File: src/rtl/spi_master_seq_if.sv
// spi_master_seq_if
// Bundles the requester-side command/response signals and the SPI pins of spi_master_seq.
//   cmd_valid/cmd_ready/cmd_op/cmd_data : command handshake (op 00 wr-addr, 01 wr-data,
//                                         10 rd-addr, 11 rd-data)
//   rsp_valid/rsp_data                  : one-cycle pulse with the byte captured from MISO
//   frame_done/busy                     : frame end pulse and non-idle status
//   SS_n/MOSI/MISO                      : SPI slave select (active low) and serial data
// master modport is the SPI master block; slave modport is the requester plus SPI slave side.
interface spi_master_seq_if;
   logic       cmd_valid;
   logic       cmd_ready;
   logic [1:0] cmd_op;
   logic [7:0] cmd_data;
   logic       rsp_valid;
   logic [7:0] rsp_data;
   logic       frame_done;
   logic       busy;
   logic       SS_n;
   logic       MOSI;
   logic       MISO;

   modport master (
      input  cmd_valid, cmd_op, cmd_data, MISO,
      output cmd_ready, rsp_valid, rsp_data, frame_done, busy, SS_n, MOSI
   );

   modport slave (
      output cmd_valid, cmd_op, cmd_data, MISO,
      input  cmd_ready, rsp_valid, rsp_data, frame_done, busy, SS_n, MOSI
   );
endinterface

File: src/rtl/spi_master_seq.sv
// spi_master_seq
// Command-driven SPI master. Each accepted command becomes one 11-bit frame
// {op[1], op[1:0], data[7:0]} shifted MSB first, one bit per clock. Read-data frames (op 11)
// add a turnaround and an 8-bit MISO capture returned on rsp_data with a rsp_valid pulse.
// Ports:
//   i_clk  : system clock, rising edge
//   i_rst  : synchronous active-high reset
//   io_bus : spi_master_seq_if master modport (command, response, status and SPI pins)
// Parameters:
//   TURNAROUND : cycles between the last MOSI bit and the first MISO sample (1..15)
//   GAP        : END cycles with SS_n high before returning to idle (1..15)
module spi_master_seq #(
   parameter int unsigned TURNAROUND = 2,
   parameter int unsigned GAP        = 1
) (
   input  logic             i_clk,
   input  logic             i_rst,
   spi_master_seq_if.master io_bus
);

   typedef enum logic [2:0] {StIdle, StStart, StShift, StTurn, StRecv, StEnd} state_e;

   localparam logic [3:0] ShiftLast = 4'd10;
   localparam logic [3:0] TurnLast  = 4'(TURNAROUND - 1);
   localparam logic [3:0] RecvLast  = 4'd7;
   localparam logic [3:0] GapLast   = 4'(GAP - 1);

   state_e      r_state;
   state_e      w_state_nxt;
   logic [3:0]  r_cnt;
   logic [10:0] r_sr;
   logic [7:0]  r_rx;
   logic [7:0]  r_rsp_data;
   logic        r_rsp_valid;
   logic        r_op_rd;
   logic        w_accept;
   logic        w_ss_n;
   logic        w_mosi;

   always_comb begin
      w_state_nxt = r_state;
      w_accept    = 1'b0;
      w_ss_n      = 1'b1;
      w_mosi      = 1'b0;
      case (r_state)
         StIdle: begin
            if (io_bus.cmd_valid && !i_rst) begin
               w_accept    = 1'b1;
               w_state_nxt = StStart;
            end
         end
         StStart: begin
            w_ss_n      = 1'b0;
            w_state_nxt = StShift;
         end
         StShift: begin
            w_ss_n = 1'b0;
            w_mosi = r_sr[10];
            if (r_cnt == ShiftLast) begin
               w_state_nxt = r_op_rd ? StTurn : StEnd;
            end
         end
         StTurn: begin
            w_ss_n = 1'b0;
            if (r_cnt == TurnLast) begin
               w_state_nxt = StRecv;
            end
         end
         StRecv: begin
            w_ss_n = 1'b0;
            if (r_cnt == RecvLast) begin
               w_state_nxt = StEnd;
            end
         end
         StEnd: begin
            if (r_cnt == GapLast) begin
               w_state_nxt = StIdle;
            end
         end
         default: w_state_nxt = StIdle;
      endcase
   end

   always_ff @(posedge i_clk) begin
      if (i_rst) begin
         r_state     <= StIdle;
         r_cnt       <= 4'd0;
         r_sr        <= 11'd0;
         r_rx        <= 8'd0;
         r_rsp_data  <= 8'd0;
         r_rsp_valid <= 1'b0;
         r_op_rd     <= 1'b0;
      end else begin
         r_state <= w_state_nxt;
         // Counter restarts on every state entry; idle keeps it parked at zero.
         if ((w_state_nxt != r_state) || (r_state == StIdle)) begin
            r_cnt <= 4'd0;
         end else begin
            r_cnt <= r_cnt + 4'd1;
         end

         r_rsp_valid <= 1'b0;

         if (w_accept) begin
            r_sr    <= {io_bus.cmd_op[1], io_bus.cmd_op, io_bus.cmd_data};
            r_op_rd <= &io_bus.cmd_op;
         end else if (r_state == StShift) begin
            r_sr <= {r_sr[9:0], 1'b0};
         end

         if (r_state == StRecv) begin
            r_rx <= {r_rx[6:0], io_bus.MISO};
            // The 8th sample goes straight to rsp_data so the pulse lines up with END entry.
            if (r_cnt == RecvLast) begin
               r_rsp_data  <= {r_rx[6:0], io_bus.MISO};
               r_rsp_valid <= 1'b1;
            end
         end
      end
   end

   assign io_bus.cmd_ready  = (r_state == StIdle) && !i_rst;
   assign io_bus.busy       = (r_state != StIdle);
   assign io_bus.frame_done = (r_state == StEnd) && (r_cnt == 4'd0);
   assign io_bus.rsp_valid  = r_rsp_valid;
   assign io_bus.rsp_data   = r_rsp_data;
   assign io_bus.SS_n       = w_ss_n;
   assign io_bus.MOSI       = w_mosi;

endmodule

File: src/flat_wrapper.sv
// flat-port wrapper written by rule: the top's interface ports become plain ports
module spi_master_seq_flat 
#(
   parameter int unsigned TURNAROUND = 2,
   parameter int unsigned GAP        = 1
)
  (i_clk, i_rst, io_bus_cmd_valid, io_bus_cmd_op, io_bus_cmd_data, io_bus_MISO, io_bus_cmd_ready, io_bus_rsp_valid, io_bus_rsp_data, io_bus_frame_done, io_bus_busy, io_bus_SS_n, io_bus_MOSI);
  spi_master_seq_if io_bus_i ();
  input  logic i_clk;
  input  logic i_rst;
  input wire logic [$bits(io_bus_i.cmd_valid)-1:0] io_bus_cmd_valid;
  input wire logic [$bits(io_bus_i.cmd_op)-1:0] io_bus_cmd_op;
  input wire logic [$bits(io_bus_i.cmd_data)-1:0] io_bus_cmd_data;
  input wire logic [$bits(io_bus_i.MISO)-1:0] io_bus_MISO;
  output wire logic [$bits(io_bus_i.cmd_ready)-1:0] io_bus_cmd_ready;
  output wire logic [$bits(io_bus_i.rsp_valid)-1:0] io_bus_rsp_valid;
  output wire logic [$bits(io_bus_i.rsp_data)-1:0] io_bus_rsp_data;
  output wire logic [$bits(io_bus_i.frame_done)-1:0] io_bus_frame_done;
  output wire logic [$bits(io_bus_i.busy)-1:0] io_bus_busy;
  output wire logic [$bits(io_bus_i.SS_n)-1:0] io_bus_SS_n;
  output wire logic [$bits(io_bus_i.MOSI)-1:0] io_bus_MOSI;
  assign io_bus_i.cmd_valid = io_bus_cmd_valid;
  assign io_bus_i.cmd_op = io_bus_cmd_op;
  assign io_bus_i.cmd_data = io_bus_cmd_data;
  assign io_bus_i.MISO = io_bus_MISO;
  assign io_bus_cmd_ready = io_bus_i.cmd_ready;
  assign io_bus_rsp_valid = io_bus_i.rsp_valid;
  assign io_bus_rsp_data = io_bus_i.rsp_data;
  assign io_bus_frame_done = io_bus_i.frame_done;
  assign io_bus_busy = io_bus_i.busy;
  assign io_bus_SS_n = io_bus_i.SS_n;
  assign io_bus_MOSI = io_bus_i.MOSI;
  spi_master_seq #(.TURNAROUND(TURNAROUND), .GAP(GAP)) u_core (.i_clk(i_clk), .i_rst(i_rst), .io_bus(io_bus_i));
endmodule
File: config.mk
export PLATFORM = sky130hd
export DESIGN_NAME = spi_master_seq_flat
export DESIGN_NICKNAME = d
export VERILOG_FILES = /design/src/rtl/spi_master_seq_if.sv /design/src/rtl/spi_master_seq.sv /design/src/flat_wrapper.sv
export SDC_FILE = /design/constraint.sdc
export NUM_CORES = 1
export LEC_CHECK = 0
export CAP_MARGIN = 5
export CORE_ASPECT_RATIO = 1.1
export CORE_MARGIN = 1.5
export CORE_UTILIZATION = 40
export DETAILED_ROUTE_END_ITERATION = 12
export GPL_ROUTABILITY_DRIVEN = 0
export SYNTH_ARGS = -nofsm -noshare
export SYNTH_HDL_FRONTEND = slang
export SYNTH_SLANG_ARGS = --single-unit
export TNS_END_PERCENT = 100
File: constraint.sdc
create_clock -name i_clk -period 2 [get_ports i_clk]
set_input_delay 0.3 -clock i_clk [delete_from_list [all_inputs] [get_ports i_clk]]
set_output_delay 0.3 -clock i_clk [all_outputs]
set_load 0.005 [all_outputs]
==> impl_metrics.xml <==
<?xml version="1.0" encoding="UTF-8"?>
<metrics>
  <group name="power">
    <metric name="combinationalPowerShare" unit="%">8.3</metric>
    <metric name="ir_drop" unit="mV">0.379</metric>
    <metric name="power_frac_clock" unit="%">42.9</metric>
    <metric name="switching_power" unit="W">0.000315</metric>
    <metric name="power.switching_fraction" unit="%">21.0</metric>
    <metric name="power-per-cell-area" unit="mW/mm2">753</metric>
    <metric name="internal-power" unit="W">0.00119</metric>
    <metric name="power.share.sequential" unit="%">48.9</metric>
    <metric name="power_leakage" unit="nW">0.708</metric>
  </group>
  <group name="cells_and_area">
    <metric name="antennaDiodeCount" unit="">0</metric>
    <metric name="drive_above_1_share" unit="%">13.9</metric>
    <metric name="post_layout_nonfiller_instances" unit="">251</metric>
    <metric name="fill_cells" unit="">364</metric>
    <metric name="finish.net_count" unit="">218</metric>
    <metric name="syn2layout_area_growth" unit="%">32.7</metric>
  </group>
  <group name="timing">
    <metric name="final_setup_violating_endpoints" unit="">0</metric>
    <metric name="worst-slew-pin-transition" unit="ns">0.374</metric>
    <metric name="timing.max_slew.rel_slack" unit="%">74.4</metric>
    <metric name="clock-skew-final" unit="ns">0.00927</metric>
    <metric name="finalSetupTns" unit="ns">0</metric>
    <metric name="clock.fmax" unit="MHz">522</metric>
    <metric name="maxSlewViolCount" unit="">0</metric>
    <metric name="hold_viol" unit="">0</metric>
    <metric name="tcrit_tclk_final" unit="%">95.8</metric>
    <metric name="fin_hold_ws" unit="ns">0.467</metric>
    <metric name="period_needed" unit="ns">1.92</metric>
  </group>
  <group name="critical_path">
    <metric name="startpoint" unit="">u_core.r_state[1]</metric>
    <metric name="critical_path.startpoint_type" unit="">flop</metric>
    <metric name="reg2reg_from" unit="">u_core.r_cnt[1]</metric>
    <metric name="worstPathMaxFanout" unit="">10</metric>
    <metric name="endpoint_kind" unit="">primary output</metric>
    <metric name="endpoint" unit="">io_bus_SS_n</metric>
    <metric name="critical_path_required" unit="ns">1.70</metric>
    <metric name="r2r_slack" unit="ns">0.32</metric>
    <metric name="criticalPathCategory" unit="">reg -&gt; out</metric>
    <metric name="r2r.worst_path.cells" unit="">6</metric>
    <metric name="crit-reg2reg-capture" unit="">u_core.r_state[0]</metric>
    <metric name="wp_data_arrival" unit="ns">1.62</metric>
  </group>
  <group name="placement">
    <metric name="dpl.cell_count" unit="">243</metric>
    <metric name="number_of_buffers_added_on_ports" unit="">27</metric>
    <metric name="post-dp-hpwl" unit="um">2220</metric>
  </group>
  <group name="routing">
    <metric name="detailroute.via_count" unit="">1258</metric>
    <metric name="detail_route_antenna_nets" unit="">0</metric>
    <metric name="detailedRoute.firstIterationViolations" unit="">41</metric>
    <metric name="detail_route.wirelength" unit="um">3180</metric>
    <metric name="detail_route.first_pass.iterations" unit="">4</metric>
    <metric name="route.detailed.drc" unit="">0</metric>
    <metric name="wl_per_cell" unit="um">12.7</metric>
    <metric name="routed_via_density" unit="">5.01</metric>
  </group>
  <group name="yosys">
    <metric name="async_flop_share" unit="%">0</metric>
    <metric name="synth.top_cells.by_area" unit="">dfxtp_1 47%, mux2i_1 11%, nor2_1 7.0%, nand2_1 6.5%, a311oi_1 4.7%</metric>
    <metric name="syn_area_per_cell" unit="um2">8.89</metric>
    <metric name="ys_seq_area_share" unit="%">46.6</metric>
    <metric name="synth_ff_type" unit="">dfxtp_1</metric>
    <metric name="synth-seq-cells" unit="">35</metric>
    <metric name="mappedNetlistNets" unit="">187</metric>
    <metric name="netlist.top_cell.by_area" unit="">dfxtp_1</metric>
    <metric name="syn-instance-count" unit="">169</metric>
    <metric name="synth_top_area_share" unit="%">46.6</metric>
    <metric name="syn_area" unit="mm2">0.00150</metric>
    <metric name="synth-warning-count" unit="">0</metric>
    <metric name="synth.lib_cells_used.distinct" unit="">32</metric>
    <metric name="synth-edff-count" unit="">0</metric>
  </group>
  <group name="floorplan">
    <metric name="dieArea" unit="mm2">0.00413</metric>
    <metric name="dieHeight" unit="um">67.3</metric>
    <metric name="coreArea" unit="mm2">0.00363</metric>
    <metric name="design.portCount" unit="">28</metric>
    <metric name="die-width" unit="um">61.4</metric>
    <metric name="rows" unit="">23</metric>
    <metric name="initial_core_util" unit="%">41.4</metric>
  </group>
  <group name="cts">
    <metric name="numCtsBuffers" unit="">5</metric>
    <metric name="clkLatencyLatePin" unit="ns">0.29</metric>
    <metric name="h-tree-depth" unit="">2</metric>
    <metric name="cts_sinks" unit="">35</metric>
    <metric name="cts.root.buffer_cell" unit="">clkbuf_8</metric>
    <metric name="cts_tree" unit="">done</metric>
    <metric name="cts_max_path_buffers" unit="">2</metric>
    <metric name="cts.clk_slew.worst_paths" unit="ns">0.06</metric>
  </group>
  <group name="global_route">
    <metric name="first_global_vias" unit="">1329</metric>
    <metric name="grt_antenna_before_repair" unit="">0</metric>
    <metric name="grt.total_usage" unit="%">18.2</metric>
    <metric name="pin_count_of_the_biggest_net_entering_global_routing" unit="">33</metric>
    <metric name="grt_pass1_wl" unit="um">5520</metric>
    <metric name="overflow" unit="">0</metric>
  </group>
  <group name="job">
    <metric name="drv.max_cap_violation_count" unit="">0</metric>
  </group>
  <group name="hold_path">
    <metric name="hp-start" unit="">u_core.r_cnt[0]</metric>
    <metric name="worstHoldPathType" unit="">reg -&gt; reg</metric>
  </group>
  <group name="outcome">
    <metric name="run_status" unit="">completed</metric>
  </group>
</metrics>
[placed cells by master, fill, tap and decap left out, types with 2 or more instances in the layout]
cell and instances:
dfxtp_2 4, a21oi_1 3, ha_1 4, buf_4 8, nor3_1 5, a311oi_1 8, clkbuf_8 6, nor2_1 28
mux2i_1 16, inv_1 2, nor3b_1 3, nand3_1 5, a31oi_1 3, nand2_1 26, dfxtp_1 30, clkdlybuf4s50_1 26
and2_1 2
[cells by family (layout without fill, tap and decap cells)]
group	Yosys count	in the layout	share of synthesized area (%)
AO/OA/AOI/OAI	19	19	9.41
XOR/XNOR	2	2	1.17
adder cells (fa/ha/maj)	4	4	3.33
buffers and inverters	14	46	4.41
flip-flops	35	35	46.6
multiplexers	16	16	10.7
AND/OR/NAND/NOR	79	79	24.4
[synth_stat cells, types with 2 or more instances]
library cell / count
nor2_1: 28
a31oi_1: 3
nand2b_1: 2
buf_2: 2
nand3_1: 5
clkbuf_1: 7
a311oi_1: 8
dfxtp_1: 35
a21oi_1: 3
nor3b_1: 4
and2_1: 2
inv_1: 3
ha_1: 4
nor3_1: 5
mux2i_1: 16
nand2_1: 26
[worst min path at each step]
| stage | slack (ns) | depth (start not counted) | endpoint |
|---|---|---|---|
| global route | 0.48 | 1 | u_core.r_cnt[0] |
| detailed placement | 0.47 | 2 | u_core.r_sr[7] |
| global placement | 0.46 | 2 | u_core.r_sr[0] |
| floorplan | 0.37 | 1 | u_core.io_bus.rsp_valid |
| finish | 0.47 | 1 | u_core.r_cnt[0] |
| CTS | 0.46 | 1 | u_core.r_cnt[0] |
[sequential cells by signal, summed over array words and instances, names as in the netlist]
name / flops
u_core.r_sr: 11
u_core.r_op_rd: 1
u_core.r_rx: 7
u_core.io_bus.rsp_data: 8
u_core.r_state: 3
u_core.r_cnt: 4
u_core.io_bus.rsp_valid: 1
[per-stage QoR]
stage | worst slack, ns | total power (W) | cell area (um2) | util [%]
after global placement | -0.0374 | 0.000867 | 1840 | 50.8
after CTS | 0.00959 | 0.00152 | 1970 | 54.4
after detailed placement | 0.0215 | 0.000870 | 1840 | 50.8
after floorplan | 0.431 | 0.000808 | 1500 | -
final | 0.0840 | 0.00150 | 1990 | 55.0
after global routing | -0.0345 | 0.00156 | 1990 | 55.0
[worst max-delay path: stages, from the launching register on]
cell and delay, ns:
dfxtp_4 0.38, or3_1 0.39, nand2_1 0.07, clkdlybuf4s50_1 0.49
[final cells by class]
class                      instances  area [um2]  area share, %
tap                               50        62.6           3.14
sequential                        35         709           35.6
clock inverter                     2        35.0           1.76
inverter                           3        11.3          0.565
timing repair buffer              35         333           16.7
multi-input combinational        120         761           38.1
clock buffer                       6        82.6           4.14
[power groups by stage]
| stage | combinational (W) | clock (W) | sequential (W) |
|---|---|---|---|
| finish | 0.000124 | 0.000644 | 0.000734 |
| global route | 0.000141 | 0.000687 | 0.000736 |
| CTS | 0.000124 | 0.000664 | 0.000733 |
| detailed placement | 0.000122 | 0 | 0.000748 |
| global placement | 0.000120 | 0 | 0.000747 |
| floorplan | 0.0000677 | 0 | 0.000740 |
[per-layer routing]
layer	GRT usage [%]	up-vias	part of all wire, %
met4	10.4	0	2.8
li1	-	645	-
met2	31.8	32	50
met5	0	-	0
met3	4.79	8	5.5
met1	19.4	573	41
[repair_timing]
item / 4_1_cts / 5_1_grt
hold buffers: 0 / 0
endpoints found under the setup margin: 3 / 4
gates resized for setup: 4 / 8
setup buffers: 0 / 0
Power figures use the tool's default switching activity.
